**src/rtl/hqm_rcfwl_gclk_rcb_pkg.sv**
```systemverilog
// Shared types and constants for the RCFWL grid-clock RCB enable controller.
package hqm_rcfwl_gclk_rcb_pkg;

    localparam int unsigned WAKE_DLY_DEF = 4;
    // Wake count must hold WAKE_DLY-1 for the full 1..15 range
    localparam int unsigned WAKE_W       = 4;

    typedef enum logic [1:0] {
        OFF  = 2'd0,
        WAKE = 2'd1,
        ON   = 2'd2,
        HYST = 2'd3
    } rcbState_t;

    // Shared counter is wide enough for either the wake or the hysteresis count
    function automatic int unsigned cntWidth(input int unsigned hystW);
        return (hystW > WAKE_W) ? hystW : WAKE_W;
    endfunction

endpackage

```
**src/rtl/hqm_rcfwl_gclk_dncnt.sv**
```systemverilog
// Loadable down-counter that sticks at zero instead of wrapping.
module hqm_rcfwl_gclk_dncnt #(
    parameter int unsigned W = 4
) (
    input  logic         CkGridX1N,
    input  logic         AsyncRstB,
    input  logic         Load,
    input  logic [W-1:0] LoadVal,
    input  logic         Dec,
    output logic [W-1:0] Cnt
);

    // Load has priority; decrement is ignored once the count reaches zero
    always_ff @(posedge CkGridX1N or negedge AsyncRstB) begin
        if (!AsyncRstB) begin
            Cnt <= '0;
        end else if (Load) begin
            Cnt <= LoadVal;
        end else if (Dec && (Cnt != '0)) begin
            Cnt <= Cnt - W'(1);
        end
    end

endmodule

```
**src/rtl/hqm_rcfwl_gclk_rcb_en_ctrl.sv**
```systemverilog
// RCB clock-gate enable controller: four-phase ClkReq/ClkAck handshake with a
// wake delay before acknowledge and idle hysteresis before gating.
// Optional feature macro: RCFWL_GCLK_RCB_FORCE_ON_EN adds the ForceOn input.
module hqm_rcfwl_gclk_rcb_en_ctrl
    import hqm_rcfwl_gclk_rcb_pkg::*;
#(
    parameter int unsigned WAKE_DLY = WAKE_DLY_DEF,
    parameter int unsigned HYST_W   = 4
) (
    input  logic              CkGridX1N,
    input  logic              AsyncRstB,
`ifdef RCFWL_GCLK_RCB_FORCE_ON_EN
    input  logic              ForceOn,
`endif
    input  logic              ClkReq,
    input  logic [HYST_W-1:0] HystCnt,
    input  logic              FdCfg,
    input  logic              RdCfg,
    output logic              RcbEn,
    output logic              Fd,
    output logic              Rd,
    output logic              ClkAck,
    output logic              Active
);

    localparam int unsigned CNT_W = cntWidth(HYST_W);

    rcbState_t        state;
    rcbState_t        stateNxt;
    logic             armed;
    logic             forceOn;
    logic             cntLoad;
    logic             cntDec;
    logic [CNT_W-1:0] cntLoadVal;
    logic [CNT_W-1:0] cnt;
    logic             rcbEnNxt;
    logic             clkAckNxt;

`ifdef RCFWL_GCLK_RCB_FORCE_ON_EN
    assign forceOn = ForceOn;
`else
    assign forceOn = 1'b0;
`endif

    // Shared wake / hysteresis counter
    hqm_rcfwl_gclk_dncnt #(
        .W (CNT_W)
    ) uDnCnt (
        .CkGridX1N (CkGridX1N),
        .AsyncRstB (AsyncRstB),
        .Load      (cntLoad),
        .LoadVal   (cntLoadVal),
        .Dec       (cntDec),
        .Cnt       (cnt)
    );

    // Next-state, counter control and next output values
    always_comb begin
        stateNxt   = state;
        cntLoad    = 1'b0;
        cntDec     = 1'b0;
        cntLoadVal = '0;
        if (forceOn) begin
            stateNxt = ON;
        end else begin
            case (state)
                OFF: begin
                    if (ClkReq) begin
                        stateNxt   = WAKE;
                        cntLoad    = 1'b1;
                        cntLoadVal = CNT_W'(WAKE_DLY - 1);
                    end
                end
                WAKE: begin
                    if (cnt == '0) begin
                        stateNxt = ClkReq ? ON : HYST;
                    end else begin
                        cntDec = 1'b1;
                    end
                end
                ON: begin
                    if (!ClkReq) begin
                        if (HystCnt == '0) begin
                            stateNxt = OFF;
                        end else begin
                            stateNxt   = HYST;
                            cntLoad    = 1'b1;
                            cntLoadVal = CNT_W'(HystCnt - HYST_W'(1));
                        end
                    end
                end
                HYST: begin
                    if (ClkReq) begin
                        stateNxt = ON;
                    end else if (cnt == '0) begin
                        stateNxt = OFF;
                    end else begin
                        cntDec = 1'b1;
                    end
                end
                default: stateNxt = OFF;
            endcase
        end
        // First edge after reset release only arms the controller
        if (!armed) begin
            stateNxt = state;
            cntLoad  = 1'b0;
            cntDec   = 1'b0;
        end
        rcbEnNxt  = (stateNxt != OFF);
        clkAckNxt = (stateNxt == ON);
    end

    // State, arming flag and registered outputs
    always_ff @(posedge CkGridX1N or negedge AsyncRstB) begin
        if (!AsyncRstB) begin
            state  <= OFF;
            armed  <= 1'b0;
            RcbEn  <= 1'b0;
            ClkAck <= 1'b0;
            Active <= 1'b0;
            Fd     <= 1'b0;
            Rd     <= 1'b0;
        end else begin
            armed  <= 1'b1;
            state  <= stateNxt;
            RcbEn  <= rcbEnNxt;
            ClkAck <= clkAckNxt;
            Active <= rcbEnNxt;
            // LCP bits only follow config while the clock is gated off
            if (state == OFF) begin
                Fd <= FdCfg;
                Rd <= RdCfg;
            end
        end
    end

endmodule

```
**config.mk**
```make
export PLATFORM = sky130hd
export DESIGN_NAME = hqm_rcfwl_gclk_rcb_en_ctrl
export DESIGN_NICKNAME = d
export VERILOG_FILES = /design/src/rtl/hqm_rcfwl_gclk_rcb_pkg.sv /design/src/rtl/hqm_rcfwl_gclk_dncnt.sv /design/src/rtl/hqm_rcfwl_gclk_rcb_en_ctrl.sv
export SDC_FILE = /design/constraint.sdc
export NUM_CORES = 1
export LEC_CHECK = 0
export CAP_MARGIN = 20
export CELL_PAD_IN_SITES_DETAIL_PLACEMENT = 1
export CELL_PAD_IN_SITES_GLOBAL_PLACEMENT = 1
export CORE_MARGIN = 2
export CORE_UTILIZATION = 34
export CTS_CLUSTER_DIAMETER = 120
export DETAILED_ROUTE_END_ITERATION = 10
export GPL_TIMING_DRIVEN = 0
export PLACE_DENSITY_LB_ADDON = 0.1
export SETUP_SLACK_MARGIN = 0.02
export SYNTH_ARGS = -nofsm -noshare
export SYNTH_HDL_FRONTEND = slang
export SYNTH_SLANG_ARGS = --single-unit
```
**constraint.sdc**
```tcl
create_clock -name CkGridX1N -period 1.49 [get_ports CkGridX1N]
set_input_delay 0.298 -clock CkGridX1N [delete_from_list [all_inputs] [get_ports CkGridX1N]]
set_output_delay 0.298 -clock CkGridX1N [all_outputs]
set_load 0.02 [all_outputs]
```
# --- Word level (Yosys, flattened, before mapping) ---
# Cells that the tools add are included.
# Widths: inputs -> output; s select.
totals:
  register_bits: 11
  inputBits: 9
  out_inout_bits: 5
  word_cells: 44
op_classes:
  n_addsub: 2
  n_eq_ne: 4
  muxes: 24
  reduce_logical: 7
ops:
  columns: ["cell", "n"]
  rows:
  - ["$mux 2", 8]
  - ["$mux 4", 4]
  - ["$logic_not 4->1", 2]
  - ["$mux 1", 8]
  - ["$pmux 2 s4", 1]
  - ["$pmux 4 s2", 1]
  - ["$sub 4x1->4 const B", 2]
  - ["$eq 2x2->1 const B", 3]
  - ["$pmux 1 s2", 2]
  - ["$reduce_bool 2->1", 2]
  - ["$reduce_bool 4->1", 1]
  - ["$eq 2x1->1 const B", 1]
  - ["$logic_not 2->1", 1]
  - ["$logic_and 1x1->1", 1]

# --- Longest topological paths before layout ---
depth:
  word_depth: 8
  depth_mapped: 6
  depth_no_buf: 6

# --- Modules after synthesis ---
# A second synthesis with hierarchy kept.
unflattened:
  hier_cells: 84
  area_unflattened_um2: 793.3
by_module_without_submodules:
  columns: ["mod", "instances", "cells_per_inst", "area_per_inst_um2", "seq_area_each_um2"]
  rows:
  - ["hqm_rcfwl_gclk_rcb_en_ctrl", 1, 57, 525.5, 175.2]
  - ["hqm_rcfwl_gclk_dncnt", 1, 27, 267.8, 100.1]

# --- Least setup slack after synthesis ---
# No wires, ideal clock.
synth_path:
  kind: "register to register"
  startpoint: "register uDnCnt.Cnt[0]"
  endpoint: "register Active"
  setup_time_ns: 0.128
  arrival_ns: 1.485
  required_time_ns: 1.362
  slack_ns: -0.123
  path_stages_with_launch: 7
  path_buffers: 0
  synth_period_minus_slack_ns: 1.613
  path_cell_list: "dfrtp_1 inv_1 ha_1 nor3b_1 mux2_2 a22oi_1 nand2b_1"
synth_between:
  elab_chain_cells: 6
  elab_cells_between_ends: 7
  cone_classes: "5 x mux; 2 x reduce/logical"
synth_lines:
  columns: ["element", "line", "rtl"]
  rows:
  - ["from (decl)", "hqm_rcfwl_gclk_dncnt.sv:10", "output logic [W-1:0] Cnt"]
  - ["from (signal assigned)", "hqm_rcfwl_gclk_dncnt.sv:18", "Cnt <= LoadVal;"]
  - ["from (signal assigned)", "hqm_rcfwl_gclk_dncnt.sv:20", "Cnt <= Cnt - W'(1);"]
  - ["$logic_not 4->1 *", "hqm_rcfwl_gclk_rcb_en_ctrl.sv:75, hqm_rcfwl_gclk_rcb_en_ctrl.sv:95", null]
  - ["$mux 2", "hqm_rcfwl_gclk_rcb_en_ctrl.sv:95", "end else if (cnt == '0) begin"]
  - ["$mux 2", "hqm_rcfwl_gclk_rcb_en_ctrl.sv:93", "if (ClkReq) begin"]
  - ["$pmux 2 s4 *", "hqm_rcfwl_gclk_rcb_en_ctrl.sv:66", "case (state)"]
  - ["$mux 2 *", "hqm_rcfwl_gclk_rcb_en_ctrl.sv:105", "if (!armed) begin"]
  - ["$reduce_bool 2->1 *", "hqm_rcfwl_gclk_rcb_en_ctrl.sv:110", "rcbEnNxt = (stateNxt != OFF);"]
  - ["via rcbEnNxt", "hqm_rcfwl_gclk_rcb_en_ctrl.sv:36", "logic rcbEnNxt;"]
  - ["to (signal assigned)", "hqm_rcfwl_gclk_rcb_en_ctrl.sv:129", "Active <= rcbEnNxt;"]
  - ["to (decl)", "hqm_rcfwl_gclk_rcb_en_ctrl.sv:23", "output logic Active"]
# Mark *: on every way through the listed nets, which the timed path passes. The rest lies on a longest branch.
# A chain may end at the register's enable or synchronous reset.

# --- Worst setup path after layout ---
layout_path:
  startpoint: "register armed"
  endpoint: "register uDnCnt.Cnt[3]"
layout_between:
  elab_chain_cells: 3
  elab_cells_between_ends: 5
  cone_classes: "3 x mux; 2 x reduce/logical"
layout_lines:
  columns: ["element", "line", "rtl"]
  rows:
  - ["from (decl)", "hqm_rcfwl_gclk_rcb_en_ctrl.sv:30", "logic armed;"]
  - ["from (signal assigned)", "hqm_rcfwl_gclk_rcb_en_ctrl.sv:118", "armed <= 1'b0;"]
  - ["from (signal assigned)", "hqm_rcfwl_gclk_rcb_en_ctrl.sv:125", "armed <= 1'b1;"]
  - ["$mux 1", "hqm_rcfwl_gclk_rcb_en_ctrl.sv:105", null]
  - ["$logic_and 1x1->1", "hqm_rcfwl_gclk_dncnt.sv:19", "end else if (Dec && (Cnt != '0)) begin"]
  - ["$reduce_bool 2->1 (no line)", null, null]
# Parallel ways exist; a longest one is shown, timed or not.

==> metrics <==
status complete, but fails checks; violated checks negative setup slack; DR pass1 iterations 4; initial antenna violation count 0; Tmin final 1590 ps; flops & latches, synth 11; Die Y 51.5 um; clock latency on the worst-skew pair 270 ps; Vias/cell 5.17; DRC 0; CP Launch Type register; WL per Instance 15.4 um; Power per Cell Area 1770 nW/um^2; Final Power 2020 uW; Synth Net Count 92; # hold bufs at CTS 0; register area share after synthesis 0.358; final worst-path cycle share 1.06; GR Util All Layers 0.172; area occupied by multi-input gates 549 um^2; Hold Path Class in -> async; Synth warnings 0; syn avg cell area 9.60 um^2; Arr. time, crit path 1780 ps; post-synthesis xor/xnor area fraction 0.0228; Nets 121; post-route cell area 1150 um^2; via count 703; hold slack final 359 ps; WP data required 1680 ps; diode count 0; Post-synth top flop dfrtp_1; FP Rows 17; CP Capture Type register; largest net degree at the start of global routing 12; Slew Viols, Final 0; Setup Skew 2.55 ps; Initial Util 0.354; ANT nets after route 0; Clock Pin Slew Worst Setup and Hold Paths 70 ps; leading cell types in the layout, fill and taps excluded 15 x buf_4, 11 x dfrtp_1, 8 x dlygate4sd2_1, 5 x nand2_1; Max clock buf depth 2; H-tree levels 1; PortBufs 12; mux cell area share after synthesis 0.0570; clock sink count 11; GR Overflow Total 0; Final setup viols 5; simple-gate share of the synthesized area 0.241; Mapped Cells 80; Post-Route WL 2.09 mm; Synth Cell Area 768 um^2; adder-cell area share of the yosys netlist 0.0635; CTS buffer count 3; Die Wd 51.5 um; Leak Pwr 0.000486 uW; CORE AREA 2170 um^2; # IOs 14; Final GP Congestion 0.852; worst IR drop on VDD 839 uV; Worst-Margin Slew 499 ps; EDFF count, synth 0; WS Path Type reg -> reg; largest family of logic cells by synthesized area simple AND/OR/NAND/NOR gates; Relative slew margins 0.666; Synth Area in Compound Gates 0.178; Synth cell types 38; Die ar. 2660 um^2; Async S/R FF share, synth 1.00; CTS tree built; highest clock rate 631 MHz; Post-DP HPWL 1.38 mm; worst-path fanout max 8; Final Hold Viols 0; post-synthesis to final-layout area growth 49.2%; MaxCap Viol Count 0; area of placed instances 936 um^2; RSZ-0062 raised after global routing yes; first-pass GRT wire length 3.35 mm; most common cell after layout, fill and taps aside buf_4; Starting DRT DRC Count 10; vias in the first global route 709; Worst Slack Setup Final -95.6 ps; share of cells above drive strength 1 0.426; clk root buf clkbuf_4; Register Area 275 um^2; Fill cells 261
-- what timing repair did --
| item | in CTS | in global routing |
|---|---|---|
| buffers inserted | 7 | 5 |
| pin swaps | 10 | 9 |
| resized for setup | 27 | 7 |
| setup endpoints to repair | 13 | 8 |
-- worst max-delay path: stages (launching register included) --
cell and delay [ps]:
dfrtp_1 510, and2_2 280, and4_2 220, or3_1 330, a211oi_2 180
-- cells by family after synthesis --
| kind of cell | after synthesis |
|---|---|
| other | 1 |
| multiplexers | 4 |
| buffers and inverters | 11 |
| XOR/XNOR | 2 |
| adder cells (fa/ha/maj) | 4 |
| AND/OR/NAND/NOR | 29 |
| AO/OA/AOI/OAI | 18 |
| flip-flops | 11 |
-- area by class of cell --
| cell class | instances | share of cell area |
|---|---|---|
| sequential | 11 | 0.240 |
| buffer | 4 | 0.0295 |
| multi-input combinational | 58 | 0.479 |
| tap | 28 | 0.0306 |
| timing repair buffer | 24 | 0.175 |
| clock buffer | 4 | 0.0229 |
| inverter | 7 | 0.0229 |
-- registers in the layout (all words and copies together), names as in the netlist --
register,count
uDnCnt.Cnt,4
armed,1
Fd,1
ClkAck,1
Rd,1
state,2
Active,1
-- worst paths after layout --
| kind | from | end | slack (ps) | depth (start not counted) |
|---|---|---|---|---|
| min | AsyncRstB | uDnCnt.Cnt[3] | 360 | 1 |
| max in group asynchronous | AsyncRstB | armed | 790 | 1 |
| max | armed | uDnCnt.Cnt[3] | -100 | 4 |
| min reg2reg | Fd | Fd | 510 | 1 |
| min in group CkGridX1N | ClkReq | uDnCnt.Cnt[1] | 460 | 3 |
| max reg2reg | armed | uDnCnt.Cnt[3] | -100 | 4 |
-- cell usage after synthesis (2+ instances only) --
| cell | count | area [um^2] |
|---|---|---|
| o31ai_1 | 3 | 22.5 |
| dfrtp_1 | 11 | 275 |
| ha_1 | 3 | 37.5 |
| nor3_1 | 4 | 20.0 |
| inv_1 | 7 | 26.3 |
| mux2_2 | 3 | 33.8 |
| a21oi_1 | 2 | 10.0 |
| xor2_1 | 2 | 17.5 |
| nor2_1 | 3 | 11.3 |
| nor2b_1 | 3 | 18.8 |
| buf_4 | 2 | 15.0 |
| nand2_1 | 6 | 22.5 |
| o21ai_0 | 3 | 15.0 |
| nand2b_1 | 4 | 25.0 |
-- through the flow --
stage / worst slack, ps / setup TNS [ps] / utilization / cells
floorplan: 3.09 / 0 / - / 80
global placement: -571 / -3600 / 0.431 / 120
detailed placement: -607 / -3980 / 0.431 / 120
CTS: -67.8 / -237 / 0.491 / 131
global route: -182 / -718 / 0.528 / 136
finish: -95.6 / -284 / 0.528 / 136
-- where the power goes --
part | total (uW) | switching (uW) | internal (uW) | leakage (uW)
Clock | 203 | 99.1 | 104 | 0.0000150
Combinational | 1290 | 620 | 665 | 0.000343
Sequential | 535 | 112 | 424 | 0.000128
-- layer usage --
layer	track usage	wire (um)
met2	0.293	1100
met4	0.0263	2
met1	0.213	923
met5	0	0
met3	0.0603	70
Note: power is estimated with default switching activity, not from simulation.
